$ cat src/rtl/fb_scanout.sv
// Framebuffer scanout: 640x480@60 VGA timing, pixel fetch, palette, buffer swap.
// Define PALETTE_EN for a writable 16x12 palette; otherwise grey-scale map.
module fb_scanout #(
  parameter int CLK_DIV = 2
) (
  input  logic        clk,
  input  logic        areset,
  output logic [9:0]  rd_x,
  output logic [9:0]  rd_y,
  output logic        rd_buf,
  input  logic [3:0]  rd_data,
  input  logic        swap_req,
  output logic        swap_ack,
  output logic        front_sel,
  output logic        frame_start,
  output logic        vblank,
  output logic        hsync,
  output logic        vsync,
  output logic [11:0] rgb,
  input  logic        pal_we,
  input  logic [3:0]  pal_idx,
  input  logic [11:0] pal_data
);

  localparam int DW = (CLK_DIV > 2) ? $clog2(CLK_DIV) : 1;
  localparam logic [DW-1:0] DIV_MAX = DW'(CLK_DIV - 1);

  logic [DW-1:0] div;
  logic [9:0]    h_cnt;
  logic [9:0]    v_cnt;
  logic [11:0]   pix_rgb;

  logic pix_en;
  logic h_end;
  logic v_end;
  logic visible;
  logic swap_tick;
  logic frame_tick;

  assign pix_en     = (div == DIV_MAX);
  assign h_end      = (h_cnt == 10'd799);
  assign v_end      = (v_cnt == 10'd524);
  assign visible    = (h_cnt < 10'd640) && (v_cnt < 10'd480);
  assign swap_tick  = pix_en && h_end && (v_cnt == 10'd479);
  assign frame_tick = pix_en && h_end && v_end;

  assign rd_x   = visible ? h_cnt : 10'd0;
  assign rd_y   = visible ? v_cnt : 10'd0;
  assign rd_buf = front_sel;

  always_ff @(posedge clk) begin
    if (areset) begin
      div         <= '0;
      h_cnt       <= '0;
      v_cnt       <= '0;
      hsync       <= 1'b1;
      vsync       <= 1'b1;
      vblank      <= 1'b0;
      rgb         <= '0;
      front_sel   <= 1'b0;
      swap_ack    <= 1'b0;
      frame_start <= 1'b0;
    end else begin
      div         <= pix_en ? '0 : div + DW'(1);
      swap_ack    <= swap_tick && swap_req;
      frame_start <= frame_tick;
      if (swap_tick && swap_req)
        front_sel <= !front_sel;
      if (pix_en) begin
        h_cnt <= h_end ? 10'd0 : h_cnt + 10'd1;
        if (h_end)
          v_cnt <= v_end ? 10'd0 : v_cnt + 10'd1;
        // Outputs lag the counters by one pixel period.
        rgb    <= visible ? pix_rgb : 12'd0;
        hsync  <= !((h_cnt >= 10'd656) && (h_cnt <= 10'd751));
        vsync  <= !((v_cnt >= 10'd490) && (v_cnt <= 10'd491));
        vblank <= (v_cnt >= 10'd480);
      end
    end
  end

`ifdef PALETTE_EN
  logic [11:0] pal [16];

  always_ff @(posedge clk) begin
    if (areset) begin
      for (int i = 0; i < 16; i++)
        pal[i] <= {3{4'(i)}};
    end else if (pal_we) begin
      pal[pal_idx] <= pal_data;
    end
  end

  assign pix_rgb = pal[rd_data];
`else
  logic unused_pal;

  assign unused_pal = ^{pal_we, pal_idx, pal_data};
  assign pix_rgb    = {3{rd_data}};
`endif

endmodule

$ cat config.mk
export PLATFORM = sky130hd
export DESIGN_NAME = fb_scanout
export DESIGN_NICKNAME = d
export VERILOG_FILES = /design/src/rtl/fb_scanout.sv
export SDC_FILE = /design/constraint.sdc
export NUM_CORES = 1
export LEC_CHECK = 0
export CORE_MARGIN = 1.5
export CORE_UTILIZATION = 44
export DETAILED_ROUTE_END_ITERATION = 12
export PLACE_DENSITY = 0.84
export RECOVER_POWER = 100
export SYNTH_ARGS = -nofsm -noshare
export SYNTH_HDL_FRONTEND = slang
export SYNTH_SLANG_ARGS = --single-unit
$ cat constraint.sdc
create_clock -name clk -period 2.6 [get_ports clk]
set_clock_uncertainty 0.2 [all_clocks]
set_input_delay 0.39 -clock clk [delete_from_list [all_inputs] [get_ports clk]]
set_output_delay 0.39 -clock clk [all_outputs]
set_load 0.02 [all_outputs]
==> qor.yml <==
path_clk_slew_ns: 0.06
hold_path_class: "reg2reg"
cts.sinks: 31
via_per_inst: 5.39
wl_per_cell_um: 12.8
synth_most_common_cell: "dfxtp_1"
grt_pass1_vias: 1443
routed_wl_mm: 3.80
final_cell_area_um2: 2270
period_share_pct: 95.9
drt_pass1_iterations: 4
clock-root-buffer: "clkbuf_8"
crit_arrival_ns: 1.90
io_buffers: 44
antenna_left: 0
period_minus_slack_ns: 2.49
dpl-instance-area_um2: 2190
yosys_warnings: 0
synth.top_cells.by_area: "dfxtp_1 (36%), and3_1 (6.2%), buf_4 (4.8%)"
ios: 63
status: "complete, no violations"
n_antenna_cell: 0
p_total_w: 0.000992
setup_viol: 0
setup-tns-final_ns: 0
r2r_start: "h_cnt[1]$_SDFFE_PP0P_"
syn_nets: 231
gp_congestion: 0.807
cts_buffers: 5
yosysUniqueCellTypes: 44
cts_hold_buf: 0
cts_setup_buffers: 0
syn_inst: 202
first_iter_violations: 91
cts_resized: 1
avgSynthCellArea_um2: 8.43
fin_util_pct: 61.6
grt_overflow_total: 0
synthArstFlopShare_pct: 0
fp.dieW_um: 65.2
grt_max_degree: 23
netlist.area_leader.share_pct: 36.4
cts_max_level: 2
initial_utilization_pct: 46.2
synthFlopType: "dfxtp_1"
ys_top_cells_by_count: "dfxtp_1 (31), and3_1 (17), nor2_1 (17), buf_4 (11), nand3_1 (11)"
fin_hold_ws_ns: 0.289
ys_ff_latch: 31
die_area_um2: 4250
hold_start: "rgb[7]$_SDFFE_PP0P_"
grt_first_pass_wirelength_mm: 6.35
fillers: 312
clock_path_buffers: 2
end_kind: "output port"
startpoint: "v_cnt[7]$_SDFFE_PP0N_"
critPathMaxFanout: 9
core_um2: 3690
rows: 22
synth_area_um2: 1700
finalHoldViolations: 0
max_freq_mhz: 401
antenna_found_initial: 0
peakVddDrop_mv: 0.236
area_delta_synth_final_pct: 33.5
startpoint_type: "register"
critPathKind: "reg2out"
synth_seq_area_share_pct: 36.4
grt_usage_pct: 19.5
hpwl_mm: 2.77
final_nets: 276
leakagePower_nw: 0.913
num_vias: 1594
synth_edf_count: 0
die_y_um: 65.2
yosys.area.top_type: "dfxtp_1"
tritoncts: "done"
p_per_area_nw_per_um2: 436
drc: 0
drv_cap: 0
slew_violations: 0
drive_gt1_share_pct: 10.9
worstSkewPairLatency_ns: 0.28
grt_setup_unrepaired: "false"
regArea_um2: 621
worstPathRequired_ns: 2.01
multi_input_area_um2: 937
==> sequential cells by signal, summed over array words and instances, names as in the netlist <==
name,count
vblank,1
div,1
h_cnt,10
hsync,1
frame_start,1
swap_ack,1
rgb,4
vsync,1
v_cnt,10
front_sel,1
==> metrics by stage <==
stage / worst slack [ns] / cells
6_report: 0.108 / 296
5_1_grt: 0.0281 / 296
4_1_cts: 0.0431 / 296
3_5_place_dp: 0.272 / 288
3_3_place_gp: 0.308 / 288
2_1_floorplan: 0.347 / 202
==> routing by layer <==
layer / track usage [%] / vias to the layer above / wire length [um] / part of all wire [%]
li1: - / 798 / - / -
met1: 23.9 / 738 / 1710 / 45
met2: 31.6 / 50 / 1770 / 46
met3: 4.28 / 8 / 230 / 6.1
met4: 11.2 / 0 / 91 / 2.4
met5: 0 / - / 0 / 0
==> critical path: stages (launching register included) <==
cell,delay [ns]
dfxtp_1,0.46
a41oi_2,0.17
buf_4,0.19
and3_1,0.16
dlygate4sd3_1,0.64
==> layout by cell type (no fill, tap or decap), drive strengths merged, types with 2 or more instances in the layout <==
| master | count |
|---|---|
| clkdlybuf4s50 | 15 |
| dfxtp | 31 |
| clkbuf | 14 |
| nor4bb | 2 |
| xnor2 | 8 |
| or3 | 3 |
| nand2b | 6 |
| nand3 | 11 |
| or4 | 6 |
| nor3 | 6 |
| nand4 | 6 |
| buf | 10 |
| a21oi | 10 |
| nand2 | 9 |
| and3 | 19 |
| nor4 | 4 |
| o21ai | 6 |
| o31ai | 2 |
| xor2 | 4 |
| ha | 5 |
| inv | 7 |
| nor2 | 17 |
| dlygate4sd3 | 28 |
==> cell families after synthesis <==
| logic type | synth area share [%] |
|---|---|
| AO/OA/AOI/OAI | 9.70 |
| flip-flops | 36.4 |
| other | 0.220 |
| adder cells (fa/ha/maj) | 3.67 |
| buffers and inverters | 8.74 |
| AND/OR/NAND/NOR | 34.5 |
| multiplexers | 0.588 |
| XOR/XNOR | 6.17 |
==> final timing paths <==
| check | to | slack [ns] | depth (start not counted) |
|---|---|---|---|
| worst max register to register | v_cnt[1]$_SDFFE_PP0N_ | 0.17 | 6 |
| worst min-delay path | rgb[7]$_SDFFE_PP0P_ | 0.29 | 2 |
| worst min register to register | rgb[7]$_SDFFE_PP0P_ | 0.29 | 2 |
| worst max-delay path | rd_y[3] | 0.11 | 4 |
==> power by group <==
group / leakage (nW) / internal [W] / switching [W]
sequential: 0.251 / 0.000484 / 0.00000574
clock: 0.0515 / 0.000241 / 0.000170
combinational: 0.611 / 0.0000426 / 0.0000488
total: 0.913 / 0.000767 / 0.000225
==> cell type report <==
type / instances / share of cell area, %
multi-input cells: 143 / 41.2
flip-flops and latches: 31 / 27.3
repair buffers: 59 / 23.3
clock buffers: 8 / 4.40
well taps: 48 / 2.64
inverters: 7 / 1.16
Power figures use the tool's default switching activity.
==> variant 1 (same flow settings) <==
The option `PALETTE_EN` is turned on by a define.
--- a/src/rtl/fb_scanout.sv
+++ b/src/rtl/fb_scanout.sv
@@ -1,5 +1,7 @@
 // Framebuffer scanout: 640x480@60 VGA timing, pixel fetch, palette, buffer swap.
 // Define PALETTE_EN for a writable 16x12 palette; otherwise grey-scale map.
+`define PALETTE_EN
+
 module fb_scanout #(
   parameter int CLK_DIV = 2
 ) (
Behaviour: not the same (Yosys sat finds a counterexample within 4 cycles, from zero or initial values and one cycle with areset high).
==> variant 1 against the unedited design <==
Final area increased to 5.6 times the old value. Total power increased to 8.5 times the old value. Synthesized area increased to 6.3 times the old value. Wire length increased to 6.7 times the old value. Sequential cell count increased by 200. Setup slack got worse by 0.031 ns. Utilization decreased by 9.0 points. Final cell count increased to 4.2 times the old value. Critical path type is now reg -> reg. Highest routed layer is now met5.
==> variant 1: results (changes against the unedited design) <==
<table>
<tr><th>Metric</th><th>Value</th></tr>
<tr><th colspan="2">Timing</th></tr>
<tr><td>Final-layout worst hold slack</td><td>0.265 ns (-0.0239 ns)</td></tr>
<tr><th colspan="2">Route</th></tr>
<tr><td>WL per Instance</td><td>20.7 um (+61%)</td></tr>
<tr><td>First-pass iteration count of the detailed router</td><td>6 (+2)</td></tr>
<tr><td>Drt initial violations</td><td>1054 (+1100%)</td></tr>
<tr><th colspan="2">Power</th></tr>
<tr><td>Combinational group share of total power</td><td>0.085 (-0.007)</td></tr>
<tr><td>Switching share of power</td><td>0.226 (about the same)</td></tr>
<tr><td>Sequential power share</td><td>0.507 (+0.014)</td></tr>
<tr><th colspan="2">Clocking</th></tr>
<tr><td>Clock buffer depth</td><td>3 (+1)</td></tr>
<tr><td># resized after CTS</td><td>21 (+20)</td></tr>
<tr><td>Clock buffer count from CTS</td><td>25 (+20)</td></tr>
<tr><td>Clk Latency, worst-skew pair</td><td>0.54 ns (+0.26 ns)</td></tr>
<tr><td># H-tree levels</td><td>1 (-1)</td></tr>
<tr><th colspan="2">Critical path</th></tr>
<tr><td>Largest stage delay on the critical path</td><td>0.68 ns (+0.04 ns)</td></tr>
<tr><td>CP Data Arrival Time</td><td>2.76 ns (+0.86 ns)</td></tr>
<tr><td>CP max stage cell</td><td>sky130_fd_sc_hd__or4_1</td></tr>
<tr><td>Largest delay share family, worst path</td><td>simple AND/OR/NAND/NOR gates</td></tr>
<tr><td>Worst Reg-to-Reg Cells</td><td>4 (-2)</td></tr>
<tr><td>Reg2Reg Capture Point</td><td>front_sel$_SDFFE_PP0P_</td></tr>
<tr><th colspan="2">Place</th></tr>
<tr><td>Final HPWL from detailed placement</td><td>17.1 mm (+520%)</td></tr>
<tr><td>Routability congestion estimate</td><td>0.877 (+8.7%)</td></tr>
<tr><td>IO Port Bufs</td><td>61 (+39%)</td></tr>
<tr><th colspan="2">Worst hold path</th></tr>
<tr><td>Worst hold endpoint</td><td>vsync$_SDFFE_PP1P_</td></tr>
<tr><th colspan="2">Synth</th></tr>
<tr><td>Net count after synthesis</td><td>839 (+260%)</td></tr>
<tr><td>Ranking of synthesized cells by area</td><td>sky130_fd_sc_hd__edfxtp_1, sky130_fd_sc_hd__mux4_2, sky130_fd_sc_hd__dfxtp_1</td></tr>
<tr><td>Post-synth EDFFs</td><td>192 (+192)</td></tr>
<tr><th colspan="2">Outcome</th></tr>
<tr><td>Status</td><td>finished, final reports clean</td></tr>
<tr><th colspan="2">GRT</th></tr>
<tr><td>GRT Resource Usage Total</td><td>0.203 (+0.00764)</td></tr>
<tr><td>First-pass GRT wire length</td><td>39.8 mm (+530%)</td></tr>
<tr><th colspan="2">Finish</th></tr>
<tr><td>Registers with the highest flip-flop counts</td><td>pal: 192 flops, rgb: 12 flops</td></tr>
<tr><td>Net total in the final layout</td><td>923 (+230%)</td></tr>
<tr><td>Share of post-route cells with drive strength above 1</td><td>0.182 (+0.0731)</td></tr>
</table>
-- variant 1: cell types whose count changed after synthesis, moves of 10 or more --
cell                       unedited run  this run
sky130_fd_sc_hd__nor2_1              17        33
sky130_fd_sc_hd__mux2i_1              1        20
sky130_fd_sc_hd__mux2_2               0        11
sky130_fd_sc_hd__edfxtp_1             0       192
sky130_fd_sc_hd__clkbuf_1             8        55
sky130_fd_sc_hd__and2_1               1       109
sky130_fd_sc_hd__nand2_1              9        25
sky130_fd_sc_hd__and3_1              17         0
sky130_fd_sc_hd__or3_1                3        88
sky130_fd_sc_hd__mux4_2               0        44
sky130_fd_sc_hd__nor3_1               6        18
sky130_fd_sc_hd__a31o_2               0        10
sky130_fd_sc_hd__o21ai_0              5        29
-- variant 1: cells by family after synthesis --
logic type                 share of synthesized area
AOI/OAI and AO/OA                             0.0414
xor gates and xnor gates                     0.00977
adders and majority gates                    0.00582
buffers and inverters                         0.0302
DFF                                            0.609
muxes                                          0.122
other                                       0.000349
and+or+nand+nor                                0.181
-- variant 1: per-layer routing --
layer / track usage / wire, um
met4: 0.0519 / 582
met2: 0.328 / 12000
met1: 0.283 / 10400
met3: 0.0409 / 2590
met5: 0 / 13
-- variant 1: area by class of cell --
type                       instances  share of cell area
clock buffer                      28              0.0516
clock inverter                    17              0.0117
inverter                           9             0.00265
multi-input combinational        499               0.305
sequential                       231               0.514
tap                              324              0.0319
timing repair buffer             128              0.0823
-- variant 1: through the flow --
step | instances | setup slack (ns) | instance area, um^2
2_1_floorplan | 810 | 0.0538 | 10800
3_3_place_gp | 1191 | 0.0298 | 12100
3_5_place_dp | 1191 | 0.0644 | 12100
4_1_cts | 1236 | 0.0282 | 12800
5_1_grt | 1236 | 0.0173 | 12700
6_report | 1236 | 0.0765 | 12700
==> variant 2 (same flow settings) <==
Made on the original files. Put one more register stage on the output `rgb`, with the module's reset. The value now appears one clock later. The other outputs are not delayed to match.
--- a/src/rtl/fb_scanout.sv
+++ b/src/rtl/fb_scanout.sv
@@ -24,6 +24,8 @@
 
   localparam int DW = (CLK_DIV > 2) ? $clog2(CLK_DIV) : 1;
   localparam logic [DW-1:0] DIV_MAX = DW'(CLK_DIV - 1);
+
+  logic [11:0] rgb_s0;
 
   logic [DW-1:0] div;
   logic [9:0]    h_cnt;
@@ -56,7 +58,7 @@
       hsync       <= 1'b1;
       vsync       <= 1'b1;
       vblank      <= 1'b0;
-      rgb         <= '0;
+      rgb_s0      <= '0;
       front_sel   <= 1'b0;
       swap_ack    <= 1'b0;
       frame_start <= 1'b0;
@@ -71,7 +73,7 @@
         if (h_end)
           v_cnt <= v_end ? 10'd0 : v_cnt + 10'd1;
         // Outputs lag the counters by one pixel period.
-        rgb    <= visible ? pix_rgb : 12'd0;
+        rgb_s0 <= visible ? pix_rgb : 12'd0;
         hsync  <= !((h_cnt >= 10'd656) && (h_cnt <= 10'd751));
         vsync  <= !((v_cnt >= 10'd490) && (v_cnt <= 10'd491));
         vblank <= (v_cnt >= 10'd480);
@@ -99,5 +101,13 @@
   assign pix_rgb    = {3{rd_data}};
 `endif
 
+  always_ff @(posedge clk) begin
+    if (areset) begin
+      rgb <= '0;
+    end else begin
+      rgb <= rgb_s0;
+    end
+  end
+
 endmodule
 
Check against the original RTL: not equivalent (a bounded check fails within 4 cycles, from zero or initial values and one cycle with areset high).
==> variant 2 against the unedited design <==
Maximum frequency fell by 0.94%. Final area rose by 3.0%. Setup slack got worse by 0.024 ns. Sequential cell count rose by 4. Synthesized area rose by 6.5%. Total power rose by 3.4%. Wire length rose by 9.8%. Highest routed layer unchanged.
==> variant 2: results (changes against the unedited design) <==
<table>
<tr><th>Metric</th><th>Value</th></tr>
<tr><th colspan="2">Outcome</th></tr>
<tr><td>Status</td><td>finished, final reports clean</td></tr>
<tr><th colspan="2">Finish</th></tr>
<tr><td>Registers with the highest flip-flop counts</td><td>h_cnt: 10 flops, v_cnt: 10 flops</td></tr>
<tr><td>Layout non-clock buf frac</td><td>0.223 (-0.00939)</td></tr>
<tr><td>Buffers, non-clock</td><td>56 (-5.1%)</td></tr>
<tr><td>Number of non-clock inverters</td><td>5 (-2)</td></tr>
<tr><td>Seq area share</td><td>0.299 (+0.0263)</td></tr>
<tr><td>Number of multi-input combinational cells</td><td>147 (+2.8%)</td></tr>
<tr><td>Number of inserted filler cells in the final layout</td><td>361 (+16%)</td></tr>
<tr><td>Clock buffers and inverters, area share</td><td>0.0374 (-0.00662)</td></tr>
<tr><td>Clock buffer count</td><td>6 (-2)</td></tr>
<tr><th colspan="2">Worst hold path</th></tr>
<tr><td>HP Start</td><td>rgb_s0[10]$_SDFFE_PP0P_</td></tr>
<tr><td>Worst hold path stage count</td><td>1 (-1)</td></tr>
<tr><th colspan="2">GRT</th></tr>
<tr><td>Met2 routing resource usage after global routing</td><td>0.308 (-0.00816)</td></tr>
<tr><td>Via count of the first global-routing pass</td><td>1473 (+2.1%)</td></tr>
<tr><td>GR Layer Usage met1</td><td>0.248 (+0.00891)</td></tr>
<tr><td>Pin count of the biggest net entering global routing</td><td>21 (-8.7%)</td></tr>
<tr><td>Met3 track utilization from global routing</td><td>0.0617 (+0.0189)</td></tr>
<tr><td>First-pass GRT wire length</td><td>6.67 mm (+5.0%)</td></tr>
<tr><td>GRT Resource Usage Total</td><td>0.193 (-0.00211)</td></tr>
<tr><th colspan="2">Synth</th></tr>
<tr><td>Net count after synthesis</td><td>247 (+6.9%)</td></tr>
<tr><td>Synth cell types</td><td>39 (-11%)</td></tr>
<tr><td>Cells after Synth</td><td>218 (+7.9%)</td></tr>
<tr><th colspan="2">Place</th></tr>
<tr><td>Final HPWL from detailed placement</td><td>2.88 mm (+4.1%)</td></tr>
<tr><td>Placed Area</td><td>2250 um^2 (+2.5%)</td></tr>
<tr><td>Cells after DPL</td><td>293 (+1.7%)</td></tr>
<tr><td>Routability congestion estimate</td><td>0.868 (+7.6%)</td></tr>
<tr><th colspan="2">Power</th></tr>
<tr><td>IR drop worst, VDD</td><td>276 uV (+17%)</td></tr>
<tr><td>Lkg Pwr</td><td>0.904 nW (-0.99%)</td></tr>
<tr><th colspan="2">Critical path</th></tr>
<tr><td>Reg2Reg Capture Point</td><td>v_cnt[9]$_SDFFE_PP0N_</td></tr>
<tr><th colspan="2">Route</th></tr>
<tr><td>Drt initial violations</td><td>103 (+13%)</td></tr>
<tr><td>Via count</td><td>1649 (+3.5%)</td></tr>
</table>
[variant 2: cell count changes after synthesis, sizes merged, moves of 3 or more]
cell and delta:
nor4b +3, nor2 -4, nand3 +3, nor3 +3
nor2b +4, clkbuf +10, dfxtp +4, or4 -4
nor4 +3
[variant 2: report_power, final]
| group | leakage (nW) | internal, mW | total [mW] | switching, mW |
|---|---|---|---|---|
| Sequential | 0.284 | 0.548 | 0.556 | 0.00816 |
| Clock | 0.0470 | 0.208 | 0.391 | 0.183 |
| Combinational | 0.573 | 0.0373 | 0.0793 | 0.0420 |
| Total | 0.904 | 0.793 | 1.03 | 0.234 |
[variant 2: worst max path at each step]
stage / slack, ns / endpoint / from / cells after the start
after detailed placement: 0.14 / rd_x[0] / v_cnt[8]$_SDFFE_PP0N_ / 4
after floorplan: 0.53 / v_cnt[9]$_SDFFE_PP0N_ / h_cnt[0]$_SDFFE_PP0P_ / 7
after global placement: 0.15 / rd_x[0] / v_cnt[8]$_SDFFE_PP0N_ / 4
after global routing: 0.02 / rd_x[6] / v_cnt[9]$_SDFFE_PP0N_ / 4
after CTS: 0.02 / rd_x[0] / v_cnt[8]$_SDFFE_PP0N_ / 4
final: 0.08 / rd_x[6] / v_cnt[9]$_SDFFE_PP0N_ / 4
[variant 2: per-stage QoR]
step / hold slack [ns] / util / setup WS, ns
CTS: 0.271 / 0.593 / 0.0238
detailed placement: 0.260 / 0.566 / 0.142
global placement: 0.246 / 0.566 / 0.147
finish: 0.272 / 0.589 / 0.0840
global route: 0.286 / 0.589 / 0.0178
floorplan: 0.239 / - / 0.530
[variant 2: critical path, cell delays in order, from the launching register on]
cell	delay [ns]
sky130_fd_sc_hd__dfxtp_1	0.39
sky130_fd_sc_hd__a41oi_4	0.28
sky130_fd_sc_hd__buf_4	0.22
sky130_fd_sc_hd__and3_1	0.16
sky130_fd_sc_hd__clkdlybuf4s50_1	0.59
[variant 2: routing by layer]
| metal | vias up | wire, um |
|---|---|---|
| li1 | 811 | - |
| met1 | 765 | 1850 |
| met2 | 65 | 1960 |
| met3 | 8 | 310 |
| met4 | 0 | 53 |
| met5 | - | 0 |
[variant 2: what timing repair did]
item | 4_1_cts | 5_1_grt
pin swaps | 0 | 1
setup endpoints to repair | 15 | 15
hold buffers | 0 | 0
resized for setup | 2 | 1
hold endpoints to repair | 0 | 0
[variant 2: cells by family after synthesis]
| logic type | Yosys count | share of synthesized area |
|---|---|---|
| flip-flops | 35 | 0.386 |
| AND/OR/NAND/NOR | 103 | 0.330 |
| AO/OA/AOI/OAI | 23 | 0.0759 |
| other | 1 | 0.00207 |
| buffers and inverters | 36 | 0.0980 |
| multiplexers | 1 | 0.00552 |
| XOR/XNOR | 14 | 0.0676 |
| adder cells (fa/ha/maj) | 5 | 0.0345 |
